File: config.mk
export PLATFORM = sky130hd
export DESIGN_NAME = mult16_array
export DESIGN_NICKNAME = d
export VERILOG_FILES = /design/src/rtl/mult16_array_pkg.sv /design/src/rtl/mult_array_stage.sv /design/src/rtl/mult16_array.sv
export SDC_FILE = /design/constraint.sdc
export NUM_CORES = 1
export LEC_CHECK = 0
export CAP_MARGIN = 10
export CORE_UTILIZATION = 55
export DETAILED_ROUTE_END_ITERATION = 12
export DONT_BUFFER_PORTS = 1
export PLACE_DENSITY = 0.68
export SYNTH_ARGS = -nofsm -noshare
export SYNTH_HDL_FRONTEND = slang
export SYNTH_SLANG_ARGS = --single-unit
File: constraint.sdc
create_clock -name clk -period 10.9 [get_ports clk]
set_input_delay 1.635 -clock clk [delete_from_list [all_inputs] [get_ports clk]]
set_output_delay 1.635 -clock clk [all_outputs]
set_load 0.005 [all_outputs]
File: src/rtl/mult16_array_pkg.sv
// rtl/mult16_array_pkg.sv - shared helpers for the pipelined array multiplier
// Purpose: stage-count arithmetic and the Baugh-Wooley correction constant.
// Contents:
//   MAX_W         widest operand the helpers support
//   ceil_div()    rounded-up integer division, used for the array stage count
//   bw_correction() constant with bits w and 2w-1 set for signed operands, zero otherwise
package mult16_array_pkg;

    localparam int MAX_W = 64;

    function automatic int ceil_div(input int n, input int d);
        return (n + d - 1) / d;
    endfunction

    // Baugh-Wooley needs +2^w and +2^(2w-1) on top of the partially inverted rows.
    function automatic logic [2*MAX_W-1:0] bw_correction(input int w, input bit sgn);
        logic [2*MAX_W-1:0] one;
        logic [2*MAX_W-1:0] c;
        one = {{(2*MAX_W-1){1'b0}}, 1'b1};
        c   = '0;
        if (sgn) begin
            c = (one << w) | (one << (2*w - 1));
        end
        return c;
    endfunction

endpackage

File: src/rtl/mult_array_stage.sv
// rtl/mult_array_stage.sv - one registered group of partial-product rows
// Purpose: adds ROWS shifted partial-product rows (starting at row ROW_BASE)
//          into the incoming running sum and registers sum and operands.
// Ports:
//   clk      in   clock, rising edge
//   reset    in   asynchronous active-high clear
//   sum_i    in   running sum from the previous stage (2*W)
//   a_i      in   multiplicand travelling with the sum (W)
//   b_i      in   multiplier travelling with the sum (W)
//   sum_o    out  registered running sum including this stage's rows
//   a_o      out  registered multiplicand
//   b_o      out  registered multiplier
module mult_array_stage
    import mult16_array_pkg::*;
#(
    parameter int W        = 16,
    parameter int SIGNED   = 0,
    parameter int ROW_BASE = 0,
    parameter int ROWS     = 4
) (
    input  logic           clk,
    input  logic           reset,
    input  logic [2*W-1:0] sum_i,
    input  logic [W-1:0]   a_i,
    input  logic [W-1:0]   b_i,
    output logic [2*W-1:0] sum_o,
    output logic [W-1:0]   a_o,
    output logic [W-1:0]   b_o
);

    // Carry-propagate chain: chain[r+1] = chain[r] + row r of this group.
    logic [2*W-1:0] chain [0:ROWS];
    logic [2*W-1:0] sum_q;
    logic [W-1:0]   a_q;
    logic [W-1:0]   b_q;

    assign chain[0] = sum_i;

    for (genvar r = 0; r < ROWS; r++) begin : g_row
        localparam int I = ROW_BASE + r;
        logic [W-1:0] pp;

        // Signed rows invert the bits where exactly one operand index is the
        // sign position; the sign-by-sign bit stays true.
        if (SIGNED != 0 && I == W - 1) begin : g_msb_row
            assign pp = {a_i[W-1] & b_i[I], ~(a_i[W-2:0] & {(W-1){b_i[I]}})};
        end else if (SIGNED != 0) begin : g_sgn_row
            assign pp = {~(a_i[W-1] & b_i[I]), a_i[W-2:0] & {(W-1){b_i[I]}}};
        end else begin : g_uns_row
            assign pp = a_i & {W{b_i[I]}};
        end

        assign chain[r+1] = chain[r] + ({{W{1'b0}}, pp} << I);
    end

    always_ff @(posedge clk or posedge reset) begin
        if (reset) begin
            sum_q <= '0;
            a_q   <= '0;
            b_q   <= '0;
        end else begin
            sum_q <= chain[ROWS];
            a_q   <= a_i;
            b_q   <= b_i;
        end
    end

    assign sum_o = sum_q;
    assign a_o   = a_q;
    assign b_o   = b_q;

endmodule

File: src/rtl/mult16_array.sv
// rtl/mult16_array.sv - pipelined array multiplier with selectable output slice
// Purpose: one operand pair per clock, product slice out after 1+S cycles,
//          S = ceil(W/ROWS_PER_STAGE); no backpressure.
// Ports:
//   clk        in   clock, rising edge
//   reset      in   asynchronous active-high clear of every pipeline register
//   in_valid   in   a/b valid this cycle
//   a          in   multiplicand (W)
//   b          in   multiplier (W)
//   out_valid  out  product valid this cycle
//   product    out  full_product[OUT_LSB+OUT_W-1:OUT_LSB]
module mult16_array
    import mult16_array_pkg::*;
#(
    parameter int W              = 16,
    parameter int SIGNED         = 0,
    parameter int ROWS_PER_STAGE = 4,
    parameter int OUT_LSB        = 0,
    parameter int OUT_W          = 2*W
) (
    input  logic             clk,
    input  logic             reset,
    input  logic             in_valid,
    input  logic [W-1:0]     a,
    input  logic [W-1:0]     b,
    output logic             out_valid,
    output logic [OUT_W-1:0] product
);

    localparam int S = ceil_div(W, ROWS_PER_STAGE);
    localparam logic [2*MAX_W-1:0] CORR_FULL = bw_correction(W, SIGNED != 0);
    localparam logic [2*W-1:0]     CORR      = CORR_FULL[2*W-1:0];

    logic [W-1:0] a_q;
    logic [W-1:0] b_q;
    logic         valid_q;

    always_ff @(posedge clk or posedge reset) begin
        if (reset) begin
            a_q     <= '0;
            b_q     <= '0;
            valid_q <= 1'b0;
        end else begin
            a_q     <= a;
            b_q     <= b;
            valid_q <= in_valid;
        end
    end

    // The correction constant seeds the running sum, so no extra adder is needed.
    logic [2*W-1:0] sum_pipe [0:S];
    logic [W-1:0]   a_pipe   [0:S];
    logic [W-1:0]   b_pipe   [0:S];

    assign sum_pipe[0] = CORR;
    assign a_pipe[0]   = a_q;
    assign b_pipe[0]   = b_q;

    for (genvar s = 0; s < S; s++) begin : g_stage
        // The last group takes whatever rows remain.
        localparam int NROWS = ((s + 1) * ROWS_PER_STAGE > W) ? (W - s * ROWS_PER_STAGE)
                                                             : ROWS_PER_STAGE;
        mult_array_stage #(
            .W        (W),
            .SIGNED   (SIGNED),
            .ROW_BASE (s * ROWS_PER_STAGE),
            .ROWS     (NROWS)
        ) u_stage (
            .clk   (clk),
            .reset (reset),
            .sum_i (sum_pipe[s]),
            .a_i   (a_pipe[s]),
            .b_i   (b_pipe[s]),
            .sum_o (sum_pipe[s+1]),
            .a_o   (a_pipe[s+1]),
            .b_o   (b_pipe[s+1])
        );
    end

    // Valid shifts alongside the array registers, one bit per array stage.
    logic [S-1:0] vpipe_q;
    logic [S-1:0] vpipe_d;
    logic [S:0]   vshift;

    assign vshift  = {vpipe_q, valid_q};
    assign vpipe_d = vshift[S-1:0];

    always_ff @(posedge clk or posedge reset) begin
        if (reset) begin
            vpipe_q <= '0;
        end else begin
            vpipe_q <= vpipe_d;
        end
    end

    assign out_valid = vpipe_q[S-1];
    assign product   = sum_pipe[S][OUT_LSB +: OUT_W];

    // Operands leaving the last stage and bits outside the slice go nowhere.
    logic unused_bits;
    assign unused_bits = ^{a_pipe[S], b_pipe[S], sum_pipe[S], vshift[S]};

endmodule

==> results.cfg <==
[status]
status = finished with violations
violations = DRC

[setup_path]
timing.rr.start = b_q[1]
crit_required_ns = 11.34
crit_type = reg -> reg
cp-end-kind = flip-flop
critical_path.startpoint = b_q[1]
rr_worst_depth = 17
r2r_end = g_stage[0].u_stage.sum_o[18]
cp_max_fo = 17
start_kind = flip-flop
crit_end = g_stage[0].u_stage.sum_o[18]
reg2reg_slack_ns = 6.31
crit_arrival_ns = 5.03

[synth]
yosys_warnings = 0
synth_seq_cells = 215
syn-instance-count = 1470
synth_area_mm2 = 0.01490
synth_edf_count = 0
synth-seq-area-share = 0.3610
synthFlopType = dfrtp_1
synth_area_per_cell_um2 = 10.14
synth_nets = 1767
synth_cell_types = 62
async_flop_share = 1.000

[die]
die_area_mm2 = 0.02776
die_w_um = 166.6
rows = 59
die_h_um = 166.6
start_util = 0.5655
coreArea_mm2 = 0.02635
ioPinCount = 68

[timing]
max_freq_mhz = 217.8
skew_ns = 0.01401
finalSetupTns_ns = 0
relSlewSlack = 0.3411
setup_viol = 0
min_period_over_period = 0.4211
period_minus_slack_ns = 4.590
hold_viol = 0
rsz0062_at_grt = no
maxSlewViolCount = 0
tightest_slew_ns = 0.9883

[clock_network]
clkSinkCount = 215
cts_buffers = 25
cts_tree = built
postCtsSetupRepairBufs = 0
clkSlewWorstSetupHoldPaths_ns = 0.06
root_buffer = clkbuf_16
hold_buffers = 0
htree_levels = 1
cts_max_path_buffers = 3
cts_resized = 0
clock_latency_ns = 0.53

[place]
place_inst = 1780
dpl-instance-area_mm2 = 0.01523
numPortBuffers = 0
dp_hpwl_um = 19240
place.gp.congestion = 0.9004

[run]
drv_cap = 0

[global_routing]
grt_pass1_vias = 9738
grt_first_pass_wirelength_um = 42720
grt_antenna_before_repair = 0
grt_overflow = 0
grt_util_all_layers = 0.1854
grt_max_degree = 132

[layout]
layoutNonFillerInstCount = 1824
final_cell_area_mm2 = 0.01609
drive_gt1_frac = 0.03895
fin_nets = 1769
fin_util = 0.6104
n_antenna_cell = 0
area_delta_synth_final_pct = 7.934

[detailed_routing]
wl_per_cell_um = 13.40
antenna_left = 0
wirelength_um = 24440
vias = 9497
firstDrtPassIters = 11
first_iter_violations = 263
drc = 3
detail_route.vias_per_cell = 5.207

[hold_path]
min_path_type = reg -> reg

[power_and_ir_drop]
pwr_density_cell_mw_per_mm2 = 293.5
peakVddDrop_uv = 165.1
leakage_nw = 8.401
cells by family (layout without fill, tap and decap cells):
group / count (synthesis) / after routing / share of synthesized area
xor gates and xnor gates: 59 / 59 / 0.03467
and+or+nand+nor: 416 / 416 / 0.1381
adders and majority gates: 262 / 262 / 0.2975
DFF: 215 / 215 / 0.3610
muxes: 1 / 1 / 0.0006717
buffers and inverters: 317 / 336 / 0.08026
AOI/OAI and AO/OA: 200 / 200 / 0.08773
per-layer routing:
metal  global-route usage  part of all wire
met1               0.2100              0.40
met2               0.3550              0.53
met3              0.02329             0.028
met4              0.06804             0.036
met5                    0                 0
cells in the final DEF, fill, tap and decap left out, drive strengths merged, types with 6 or more instances in the layout:
master  instances
inv           291
dfrtp         215
nand2         175
fa            154
and2          118
ha            108
a21oi          56
o21ai          42
nor2           40
xnor2          34
a21o           31
clkbuf         31
xor2           25
nand3          20
nand2b         10
nor2b          10
o21bai          9
o211ai          8
and3            8
a211oi          8
nand4           7
nor3            6
a31oi           6
critical path, stage by stage (launching register included):
cell,delay [ns]
dfrtp_1,0.52
and2_1,0.21
ha_1,0.20
fa_1,0.42
a21o_1,0.19
a31o_2,0.27
a311o_1,0.36
a21oi_1,0.31
xor2_1,0.13
fa_1,0.50
inv_1,0.04
ha_1,0.31
o21ai_0,0.09
nand2_1,0.09
and3_1,0.19
nand2_1,0.09
o311ai_0,0.41
xor2_1,0.19
area by class of cell:
cell class                      count  area [µm²]
Tap cell                          335       419.2
Fill cell                        2178       10270
Timing Repair Buffer                1       7.507
Clock inverter                     13       163.9
Inverter                          291        1100
Sequential cell                   215        5380
Multi-Input combinational cell    938        8327
Clock buffer                       31       688.2
flip-flops by register name, indices dropped and copies added, names as in the netlist:
name,cells
g_stage.u_stage.sum_o,106
g_stage.u_stage.a_o,48
g_stage.u_stage.b_o,24
a_q,16
b_q,16
vpipe_q,4
valid_q,1
stage by stage:
| stage | power [mW] | hold slack (ns) | setup slack (ns) |
|---|---|---|---|
| 3_5_place_dp | 3.908 | 0.3347 | 6.338 |
| 4_1_cts | 4.775 | 0.3461 | 6.320 |
| 5_1_grt | 5.252 | 0.3519 | 6.064 |
| 2_1_floorplan | 3.387 | 0.3312 | 3.386 |
| 6_report | 4.721 | 0.3427 | 6.310 |
| 3_3_place_gp | 3.812 | 0.3321 | 6.410 |
cells in the mapped netlist (2+ instances only):
| cell | n | share of area |
|---|---|---|
| o311ai_0 | 3 | 0.0018 |
| nor3_1 | 6 | 0.0020 |
| a31o_2 | 4 | 0.0024 |
| nor3b_1 | 3 | 0.0015 |
| xnor2_1 | 34 | 0.020 |
| a311o_1 | 2 | 0.0013 |
| a311oi_1 | 2 | 0.0012 |
| xor2_1 | 25 | 0.015 |
| and3_1 | 7 | 0.0029 |
| o211ai_1 | 8 | 0.0040 |
| a221oi_1 | 2 | 0.0012 |
| o31ai_1 | 3 | 0.0015 |
| a31oi_1 | 6 | 0.0025 |
| a221o_1 | 3 | 0.0020 |
| o21ai_0 | 41 | 0.014 |
| dfrtp_1 | 215 | 0.36 |
| and2_1 | 118 | 0.050 |
| fa_1 | 154 | 0.21 |
| inv_1 | 291 | 0.073 |
| nor4_1 | 2 | 0.00084 |
| nand2_1 | 175 | 0.044 |
| or2_2 | 4 | 0.0017 |
| a21oi_1 | 56 | 0.019 |
| clkbuf_1 | 23 | 0.0058 |
| o21bai_1 | 9 | 0.0045 |
| ha_1 | 108 | 0.091 |
| a211oi_1 | 7 | 0.0035 |
| nor2b_1 | 10 | 0.0042 |
| nor2_1 | 40 | 0.010 |
| a21o_1 | 31 | 0.016 |
| a21boi_0 | 3 | 0.0015 |
| o21a_1 | 3 | 0.0015 |
| or3_1 | 3 | 0.0013 |
| nand3b_1 | 3 | 0.0015 |
| nand4_1 | 7 | 0.0029 |
| a211o_1 | 4 | 0.0024 |
| nand4b_1 | 2 | 0.0012 |
| nand3_1 | 20 | 0.0067 |
| nand2b_1 | 10 | 0.0042 |
worst min-delay path by stage:
| stage | slack [ns] | startpoint | to | depth (start not counted) |
|---|---|---|---|---|
| after floorplan | 0.33 | b_q[10] | g_stage[0].u_stage.b_o[10] | 0 |
| after global placement | 0.33 | vpipe_q[0] | vpipe_q[1] | 0 |
| after detailed placement | 0.33 | b_q[14] | g_stage[0].u_stage.b_o[14] | 0 |
| after CTS | 0.35 | b_q[14] | g_stage[0].u_stage.b_o[14] | 0 |
| after global routing | 0.35 | g_stage[0].u_stage.sum_o[0] | g_stage[1].u_stage.sum_o[0] | 0 |
| final | 0.34 | g_stage[1].u_stage.sum_o[3] | g_stage[2].u_stage.sum_o[3] | 0 |
where the power goes:
group          internal [mW]  total, mW  switching [mW]
registers               1.03       1.12          0.0862
clock network          0.519      0.848           0.329
logic                   1.17       2.75            1.58
total                   2.72       4.72            2.00
(Power assumes the default switching activity.)
